**src/rtl/dac_pkg.sv**
```systemverilog
// Shared constants, FSM encoding and command-word packing for the DAC level sequencer.
`timescale 1ns / 1ps
package dac_pkg;

  localparam int              LEVEL_W          = 12;
  localparam logic [3:0]      CMD_WRITE_UPDATE = 4'b0011;
  localparam logic [3:0]      ADDR_ALL         = 4'b1111;
  localparam logic [LEVEL_W-1:0] LEVEL_MAX     = 12'd4095;
  localparam int              HI_TIMEOUT       = 4;

  typedef enum logic [1:0] {
    IDLE    = 2'd0,
    START   = 2'd1,
    WAIT_HI = 2'd2,
    WAIT_LO = 2'd3
  } seq_state_e;

  // LTC2624 write-and-update word: 8 don't-care bits, command, address, data, 4 pad bits.
  function automatic logic [31:0] dac_word(input logic [3:0] addr,
                                           input logic [LEVEL_W-1:0] level);
    return {8'h00, CMD_WRITE_UPDATE, addr, level, 4'h0};
  endfunction

endpackage

```
**src/rtl/sync_edge.sv**
```systemverilog
// Two-flop synchronizer followed by a registered rising-edge pulse.
`timescale 1ns / 1ps
module sync_edge (
  input  logic clk,
  input  logic rst,
  input  logic din,
  output logic pulse
);

  logic meta;
  logic sync;
  logic sync_d;

  // Pulse appears three clocks after the asynchronous input edge.
  always_ff @(posedge clk) begin
    if (rst) begin
      meta   <= 1'b0;
      sync   <= 1'b0;
      sync_d <= 1'b0;
      pulse  <= 1'b0;
    end else begin
      meta   <= din;
      sync   <= meta;
      sync_d <= sync;
      pulse  <= sync & ~sync_d;
    end
  end

endmodule

```
**src/rtl/dac_level_sequencer.sv**
```systemverilog
// Owns the DAC level, turns button/switch events into level changes and
// issues one LTC2624 write per change (coalescing changes made mid-transfer).
`timescale 1ns / 1ps
module dac_level_sequencer
  import dac_pkg::*;
#(
  parameter logic [LEVEL_W-1:0] STEP       = 12'd256,
  parameter logic [LEVEL_W-1:0] INIT_LEVEL = 12'd0,
  parameter logic [3:0]         DAC_ADDR   = ADDR_ALL
) (
  input  logic               CLK50MHZ,
  input  logic               RST,
  input  logic               BTN_WEST,
  input  logic               BTN_EAST,
  input  logic [3:0]         SW,
  input  logic               SPI_BUSY,
  output logic               SPI_START,
  output logic [31:0]        SPI_WORD,
  output logic [LEVEL_W-1:0] LEVEL,
  output logic               BUSY,
  output seq_state_e         dbg_state
);

  // Handshake: SPI_START is a single-cycle request with SPI_WORD valid on that
  // cycle; it is only raised from IDLE while SPI_BUSY is low. The serializer
  // then raises SPI_BUSY for the shift and drops it when finished. If SPI_BUSY
  // never rises within HI_TIMEOUT cycles the transfer is taken as complete.

  logic more;
  logic less;

  sync_edge u_sync_west (
    .clk   (CLK50MHZ),
    .rst   (RST),
    .din   (BTN_WEST),
    .pulse (more)
  );

  sync_edge u_sync_east (
    .clk   (CLK50MHZ),
    .rst   (RST),
    .din   (BTN_EAST),
    .pulse (less)
  );

  logic [3:0] sw_meta;
  logic [3:0] sw_sync;
  logic [3:0] sw_snap;
  logic       sw_event;

  // Snapshot loads the live switches at reset so a static setting is not an event.
  always_ff @(posedge CLK50MHZ) begin
    if (RST) begin
      sw_meta <= SW;
      sw_sync <= SW;
      sw_snap <= SW;
    end else begin
      sw_meta <= SW;
      sw_sync <= sw_meta;
      if (sw_event) sw_snap <= sw_sync;
    end
  end

  assign sw_event = (sw_sync != sw_snap);

  logic [LEVEL_W:0]   sum;
  logic [LEVEL_W-1:0] level_next;
  logic               level_event;

  always_comb begin
    sum         = {1'b0, LEVEL} + {1'b0, STEP};
    level_next  = LEVEL;
    level_event = 1'b0;
    if (sw_event) begin
      level_next  = {sw_sync, 8'h00};
      level_event = 1'b1;
    end else if (more ^ less) begin
      level_event = 1'b1;
      if (more) level_next = (sum > {1'b0, LEVEL_MAX}) ? LEVEL_MAX : sum[LEVEL_W-1:0];
      else      level_next = (LEVEL < STEP) ? '0 : LEVEL - STEP;
    end
  end

  seq_state_e state_q;
  seq_state_e state_d;
  logic [1:0] hi_cnt_q;
  logic [1:0] hi_cnt_d;
  logic       pending;
  logic       go_start;

  always_comb begin
    state_d  = state_q;
    hi_cnt_d = hi_cnt_q;
    unique case (state_q)
      IDLE:    if (pending && !SPI_BUSY) state_d = START;
      START: begin
        hi_cnt_d = '0;
        state_d  = WAIT_HI;
      end
      WAIT_HI: begin
        if (SPI_BUSY)                           state_d = WAIT_LO;
        else if (hi_cnt_q == 2'(HI_TIMEOUT-1))  state_d = IDLE;
        else                                    hi_cnt_d = hi_cnt_q + 2'd1;
      end
      WAIT_LO: if (!SPI_BUSY) state_d = IDLE;
      default: state_d = IDLE;
    endcase
  end

  assign go_start = (state_q == IDLE) && (state_d == START);

  // The word captures level_next, so an event landing on the launch edge is
  // already carried and need not leave pending set.
  always_ff @(posedge CLK50MHZ) begin
    if (RST) begin
      state_q  <= IDLE;
      hi_cnt_q <= '0;
      pending  <= 1'b1;
      LEVEL    <= INIT_LEVEL;
      SPI_WORD <= '0;
    end else begin
      state_q  <= state_d;
      hi_cnt_q <= hi_cnt_d;
      LEVEL    <= level_next;
      if (go_start) begin
        pending  <= 1'b0;
        SPI_WORD <= dac_word(DAC_ADDR, level_next);
      end else if (level_event) begin
        pending  <= 1'b1;
      end
    end
  end

  assign SPI_START = (state_q == START);
  assign BUSY      = (state_q != IDLE);
  assign dbg_state = state_q;

endmodule

```
**config.mk**
```make
export PLATFORM = sky130hd
export DESIGN_NAME = dac_level_sequencer
export DESIGN_NICKNAME = d
export VERILOG_FILES = /design/src/rtl/dac_pkg.sv /design/src/rtl/sync_edge.sv /design/src/rtl/dac_level_sequencer.sv
export SDC_FILE = /design/constraint.sdc
export NUM_CORES = 1
export LEC_CHECK = 0
export ABC_AREA = 1
export CORE_AREA = 10 10 87 89
export CTS_CLUSTER_SIZE = 24
export DETAILED_ROUTE_END_ITERATION = 10
export DIE_AREA = 0 0 97 99
export PLACE_DENSITY_LB_ADDON = 0.2
export SLEW_MARGIN = 10
export SYNTH_ARGS = -nofsm -noshare
export SYNTH_HDL_FRONTEND = slang
export SYNTH_SLANG_ARGS = --single-unit
```
**constraint.sdc**
```tcl
create_clock -name CLK50MHZ -period 1.7 [get_ports CLK50MHZ]
set_clock_uncertainty 0.2 [all_clocks]
set_input_delay 0.425 -clock CLK50MHZ [delete_from_list [all_inputs] [get_ports CLK50MHZ]]
set_output_delay 0.425 -clock CLK50MHZ [all_outputs]
set_load 0.01 [all_outputs]
```
Word level (Yosys, flattened, before mapping)
Cells that the tools add are included.
{ "word_totals": {"input_bits": 9, "ff_bits": 50, "output_inout_bits": 48} }
{ "op_classes": {"n_reduce_logical": 9, "n_addsub": 3, "n_bitwise": 5, "order_cmp": 2, "mux": 20, "n_eq_ne": 8} }
{ "op_table": {"columns": ["cell", "n"], "rows": [
  ["$mux W12", 5],
  ["$add A12 B9 Y13 const B", 1],
  ["$gt A13 B12 Y1 const B", 1],
  ["$lt A12 B9 Y1 const B", 1],
  ["$mux W2", 6],
  ["$mux W4", 3],
  ["$sub A12 B9 Y12 const B", 1],
  ["$pmux W2 S4", 1],
  ["$reduce_bool A2 Y1", 4],
  ["$eq A2 B2 Y1 const B", 3],
  ["$eq A2 B1 Y1 const B", 2],
  ["$mux W1", 4],
  ["$ne A2 B2 Y1 const B", 2],
  ["$ne A4 B4 Y1", 1],
  ["$pmux W2 S2", 1],
  ["$reduce_and A3 Y1", 1],
  ["$add A2 B1 Y2 const B", 1],
  ["$and A1 B1 Y1", 2],
  ["$logic_and A1 B1 Y1", 2],
  ["$logic_not A2 Y1", 1],
  ["$not A1 Y1", 2],
  ["$logic_not A1 Y1", 1],
  ["$xor A1 B1 Y1", 1]
]} }

Depth between registers and ports, before layout
{ "depth": {"ltp_word": 7, "ltp_mapped": 13, "mapped_depth_nobuf": 13} }

Hierarchy
Synthesis repeated with hierarchy kept, for this count alone.
{ "unflattened": {"hier_cells": 289, "area_unflattened_um2": 2238.4} }
{ "modules_own_cells": {"columns": ["mod", "area_each_um2", "seq_area_each_um2", "cells_each", "instances"], "rows": [
  ["dac_level_sequencer", 2008.2, 880.8, 265, 1],
  ["sync_edge", 115.1, 80.1, 12, 2]
]} }

Worst setup path after synthesis
No wires, ideal clock.
{ "synth_timing": {"kind": "flip-flop to flip-flop", "start": "reg LEVEL[8]", "end": "reg SPI_WORD[10]", "setup_slack_ps": -124, "arrival_time_ps": 1558, "stages_incl_launch_ff": 11, "synth_period_minus_slack_ps": 1824, "setup_time_ps": 66, "required_ps": 1434, "path_cell_list": "dfxtp_1 -> inv_2 -> ha_1 -> nand2_1 -> nor2_1 -> nand3_2 -> nand2_4 -> nand4_4 -> nand2_1 -> nand2_1 -> a21oi_2"} }
{ "synth_via": {"elab_chain_cells": 6, "word_cells_on_any_way": 8, "cone_classes": "add/sub: 1; order compare: 2; mux: 5"} }
{ "synth_lines": {"columns": ["element", "line_no", "source"], "rows": [
  ["start, declared", "dac_level_sequencer.sv:19", "output logic [LEVEL_W-1:0] LEVEL,"],
  ["start signal, assigned", "dac_level_sequencer.sv:124", "LEVEL <= level_next;"],
  ["$add A12 B9 Y13", "dac_level_sequencer.sv:71", "sum = {1'b0, LEVEL} + {1'b0, STEP};"],
  ["$gt A13 B12 Y1", "dac_level_sequencer.sv:79", "if (more) level_next = (sum > {1'b0, LEVEL_MAX}) ? LEVEL_MAX : sum[LEVEL_W-1:0];"],
  ["$mux W12", "dac_level_sequencer.sv:79", null],
  ["$mux W12 (*)", "dac_level_sequencer.sv:79", null],
  ["$mux W12 (*)", "dac_level_sequencer.sv:77", "end else if (more ^ less) begin"],
  ["$mux W12 (*)", "dac_level_sequencer.sv:74", "if (sw_event) begin"],
  ["end signal, assigned", "dac_level_sequencer.sv:127", "SPI_WORD <= dac_word(DAC_ADDR, level_next);"],
  ["end, declared", "dac_level_sequencer.sv:18", "output logic [31:0] SPI_WORD,"]
]} }
Every way passes the cells marked *; elsewhere a longest branch is shown, timed or not.
A chain may end at the register's enable or synchronous reset.

Worst setup path after layout
{ "layout_timing": {"start": "reg LEVEL[8]", "end": "reg SPI_WORD[9]"} }
Same word-level chain as after synthesis.

==> flow_summary_export.csv <==
group,metric,value,unit
logic_synthesis,synth-xor-area-share,3.128,%
critical_path,crit_path_start_kind,"flip-flop",
drt,wire_per_inst,12.14,um
sta,fin_tns_setup,-0.7826,ns
logic_synthesis,synthArstFlopShare,0,%
cells_and_area,finish.utilization,51.90,%
grt,grt_pass1_vias,1811,
logic_synthesis,ys_seq_area_share,45.66,%
die,core,5851,um2
die,num_io_pins,57,
placement,dp_hpwl,4057,um
hold_path,whs_endpoint,"u_sync_east.pulse",
placement,io_buffers,42,
die,die_area,9603,um2
drt,drc,0,
pwr,p_clk_share,28.4,%
placement,globalplace.congestion,0.8401,
drt,dr.pass1.iters,4,
critical_path,crit_required,1.74,ns
grt,grt.overflow.total,0,
logic_synthesis,synth_edf_count,4,
clock_network,hold_buffers,0,
die,initial_utilization,38.96,%
sta,rsz0062_at_grt,"true",
sta,post-route-period-util,105.4,%
logic_synthesis,synth_compound_area_share,9.221,%
drt,totalWireLength,5110,um
hold_path,hold_class,"reg2reg",
cells_and_area,final_area,3037,um2
run_status,violations,"negative setup slack",
clock_network,clock_latency,0.30,ns
sta,slew_violations,0,
run,maxCapViolCount,0,
clock_network,cts_setup_buffers,0,
drt,vias,1852,
drt,detail-route-antenna-nets,0,
sta,fin_crit,1.792,ns
critical_path,r2r_end,"SPI_WORD[9]",
pwr,ir_drop,0.0004923,V
die,row_count,28,
logic_synthesis,yosys.area_share.adder,2.195,%
logic_synthesis,yosysWarnings,0,
logic_synthesis,netlist_area,2280,um2
critical_path,ff2ff_path_depth,10,
grt,antenna_found_initial,0,
cells_and_area,layout-drive-gt1-share,27.75,%
logic_synthesis,synthMuxAreaShare,0.4391,%
hold_path,min-delay-start,"u_sync_east.sync_d",
cells_and_area,num_antenna_cells,0,
run_status,status,"finished, violations left",
die,die_y,99,um
critical_path,crit_type,"reg2reg",
sta,max_freq,0.5581,GHz
pwr,power.switching,737.6,uW
critical_path,r2r-start,"LEVEL[8]",
placement,dp.cells,413,
sta,hold_viol,0,
clock_network,clkTransAtPathRegs,0.09,ns
sta,setup_viol,17,
logic_synthesis,synth-simple-area-share,26.13,%
clock_network,cts_buffer_depth,2,
logic_synthesis,synth_top_family_by_area,"simple AND/OR/NAND/NOR gates",
clock_network,cts_tree,"built",
grt,grt_pass1_wl,8611,um
cells_and_area,nets,358,
clock_network,htree_num_levels,2,
cells_and_area,syn2layout_area_growth,33.21,%
clock_network,cts_buffers,5,
critical_path,arrival,1.83,ns
cells_and_area,finalNonFillerCells,421,
logic_synthesis,ys_ff_latch,50,
clock_network,clockRootBuffer,"clkbuf_8",
pwr,comb_power_share,21.5,%
pwr,p_seq_share,50.2,%
critical_path,cp_max_fo,8,
pwr,internal_power,1.910,mW
critical_path,reg2reg_slack,-0.09,ns
logic_synthesis,synth_flop_cell,"dfxtp_1",
logic_synthesis,syn_inst,285,
clock_network,clock_sink_count,50,
drt,drt-initial-drc-count,82,
hold_path,worstHoldPathCells,1,
grt,track_usage,10.64,%
pwr,power_density,871.8,nW/um2
drt,routed_via_density,4.399,
placement,dpl_cell_area,2858,um2
placement,place_ws,-0.2012,ns
logic_synthesis,postSynthAreaPerCell,7.999,um2
grt,grt_max_degree,20,
die,die_w,97,um
logic_synthesis,synth_cell_types,34,
pwr,power_leakage,1.483,nW
sta,worst_slack,-0.09165,ns
critical_path,endpoint_kind,"flip-flop",
pwr,swShare,27.86,%
==> metrics by stage <==
stage	power (mW)	hold WS, ns
final	2.647	0.1994
after global routing	2.819	0.2174
after CTS	2.672	0.1987
after detailed placement	1.936	0.1853
after global placement	1.929	0.1791
after floorplan	1.690	0.1728
==> logic make-up after synthesis <==
| logic type | count (synthesis) |
|---|---|
| buf+inv | 57 |
| fa+ha+maj | 4 |
| compound gates | 33 |
| flops | 50 |
| simple gates | 133 |
| other cells | 1 |
| xor+xnor | 6 |
| mux | 1 |
==> registers in the layout (all words and copies together) (netlist names), 2 cells and up <==
name       cells
SPI_WORD      13
LEVEL         12
sw_meta        4
sw_snap        4
sw_sync        4
dbg_state      2
hi_cnt_q       2
==> cells in the final DEF (no fill, tap or decap), drive strengths merged <==
master / synthesis / layout
a211oi: 1 / 1
a21oi: 16 / 16
a31oi: 1 / 1
a32oi: 1 / 1
buf: 23 / 24
clkbuf: 2 / 9
clkdlybuf4s15: 0 / 1
clkdlybuf4s50: 0 / 8
clkinv: 1 / 1
conb: 1 / 14
dfxtp: 46 / 46
dlygate4sd2: 0 / 30
edfxtp: 4 / 4
ha: 4 / 4
inv: 31 / 32
mux2i: 1 / 1
nand2: 70 / 70
nand3: 14 / 14
nand3b: 2 / 2
nand4: 1 / 1
nor2: 40 / 40
nor3: 5 / 5
nor4: 1 / 1
o21ai: 14 / 14
xnor2: 1 / 1
xor2: 5 / 5
==> per-layer routing <==
metal / vias up / GRT usage, % / part of all wire [%]
li1: 979 / - / -
met1: 837 / 12.62 / 45
met2: 30 / 17.39 / 48
met3: 6 / 3.771 / 5.6
met4: 0 / 3.746 / 1.4
met5: - / 0 / 0
==> area by class of cell <==
type,count,area [um2]
timing repair buffer,65,560.5
multi-input combinational,191,1097
sequential,50,1059
tap,75,93.84
clock inverter,1,6.256
fill,568,2814
clock buffer,7,97.59
inverter,32,122.6
==> synthesized netlist by cell type, types with 2 or more instances <==
cell type / instances / area, um2
a21oi_1: 10 / 50.05
a21oi_2: 6 / 52.55
buf_4: 20 / 150.1
clkbuf_1: 2 / 7.510
dfxtp_1: 46 / 920.9
edfxtp_1: 4 / 120.1
ha_1: 4 / 50.05
inv_1: 24 / 90.09
inv_2: 7 / 26.28
nand2_1: 65 / 244.0
nand2_2: 3 / 18.77
nand2_4: 2 / 22.52
nand3_1: 12 / 60.06
nand3_2: 2 / 20.02
nand3b_1: 2 / 15.01
nor2_1: 35 / 131.4
nor2_2: 5 / 31.28
nor3_1: 5 / 25.02
o21ai_0: 9 / 45.04
o21ai_2: 4 / 35.03
xor2_1: 5 / 43.79
==> power by group through the flow <==
stage	clock, mW	combinational [mW]	sequential (mW)
after floorplan	0	0.325	1.36
after CTS	0.787	0.559	1.33
after detailed placement	0	0.584	1.35
after global placement	0	0.579	1.35
after global routing	0.841	0.637	1.34
final	0.751	0.568	1.33
==> worst max-delay path, stage by stage (launching register included) <==
cell and delay [ns]:
dfxtp_4 0.37, inv_4 0.05, ha_4 0.27, nand2_2 0.05, nor2_2 0.10, nand3_2 0.12
nand2_4 0.09, nand4_4 0.16, nand2_2 0.12, nand2_2 0.08, a21oi_2 0.11
==> what timing repair did <==
item	4_1_cts	5_1_grt
gates resized for setup	58	23
gates cloned	0	0
endpoints found under the setup margin	57	26
pin swaps	6	10
==> worst max-delay path by stage <==
stage	from	to	depth (start not counted)
6_report	LEVEL[8]	SPI_WORD[9]	10
5_1_grt	LEVEL[9]	SPI_WORD[11]	11
4_1_cts	LEVEL[9]	SPI_WORD[9]	10
3_5_place_dp	SPI_BUSY	SPI_WORD[5]	7
3_3_place_gp	SPI_BUSY	SPI_WORD[14]	8
2_1_floorplan	LEVEL[8]	SPI_WORD[10]	10
No activity file was read; power rests on OpenSTA's default activity.
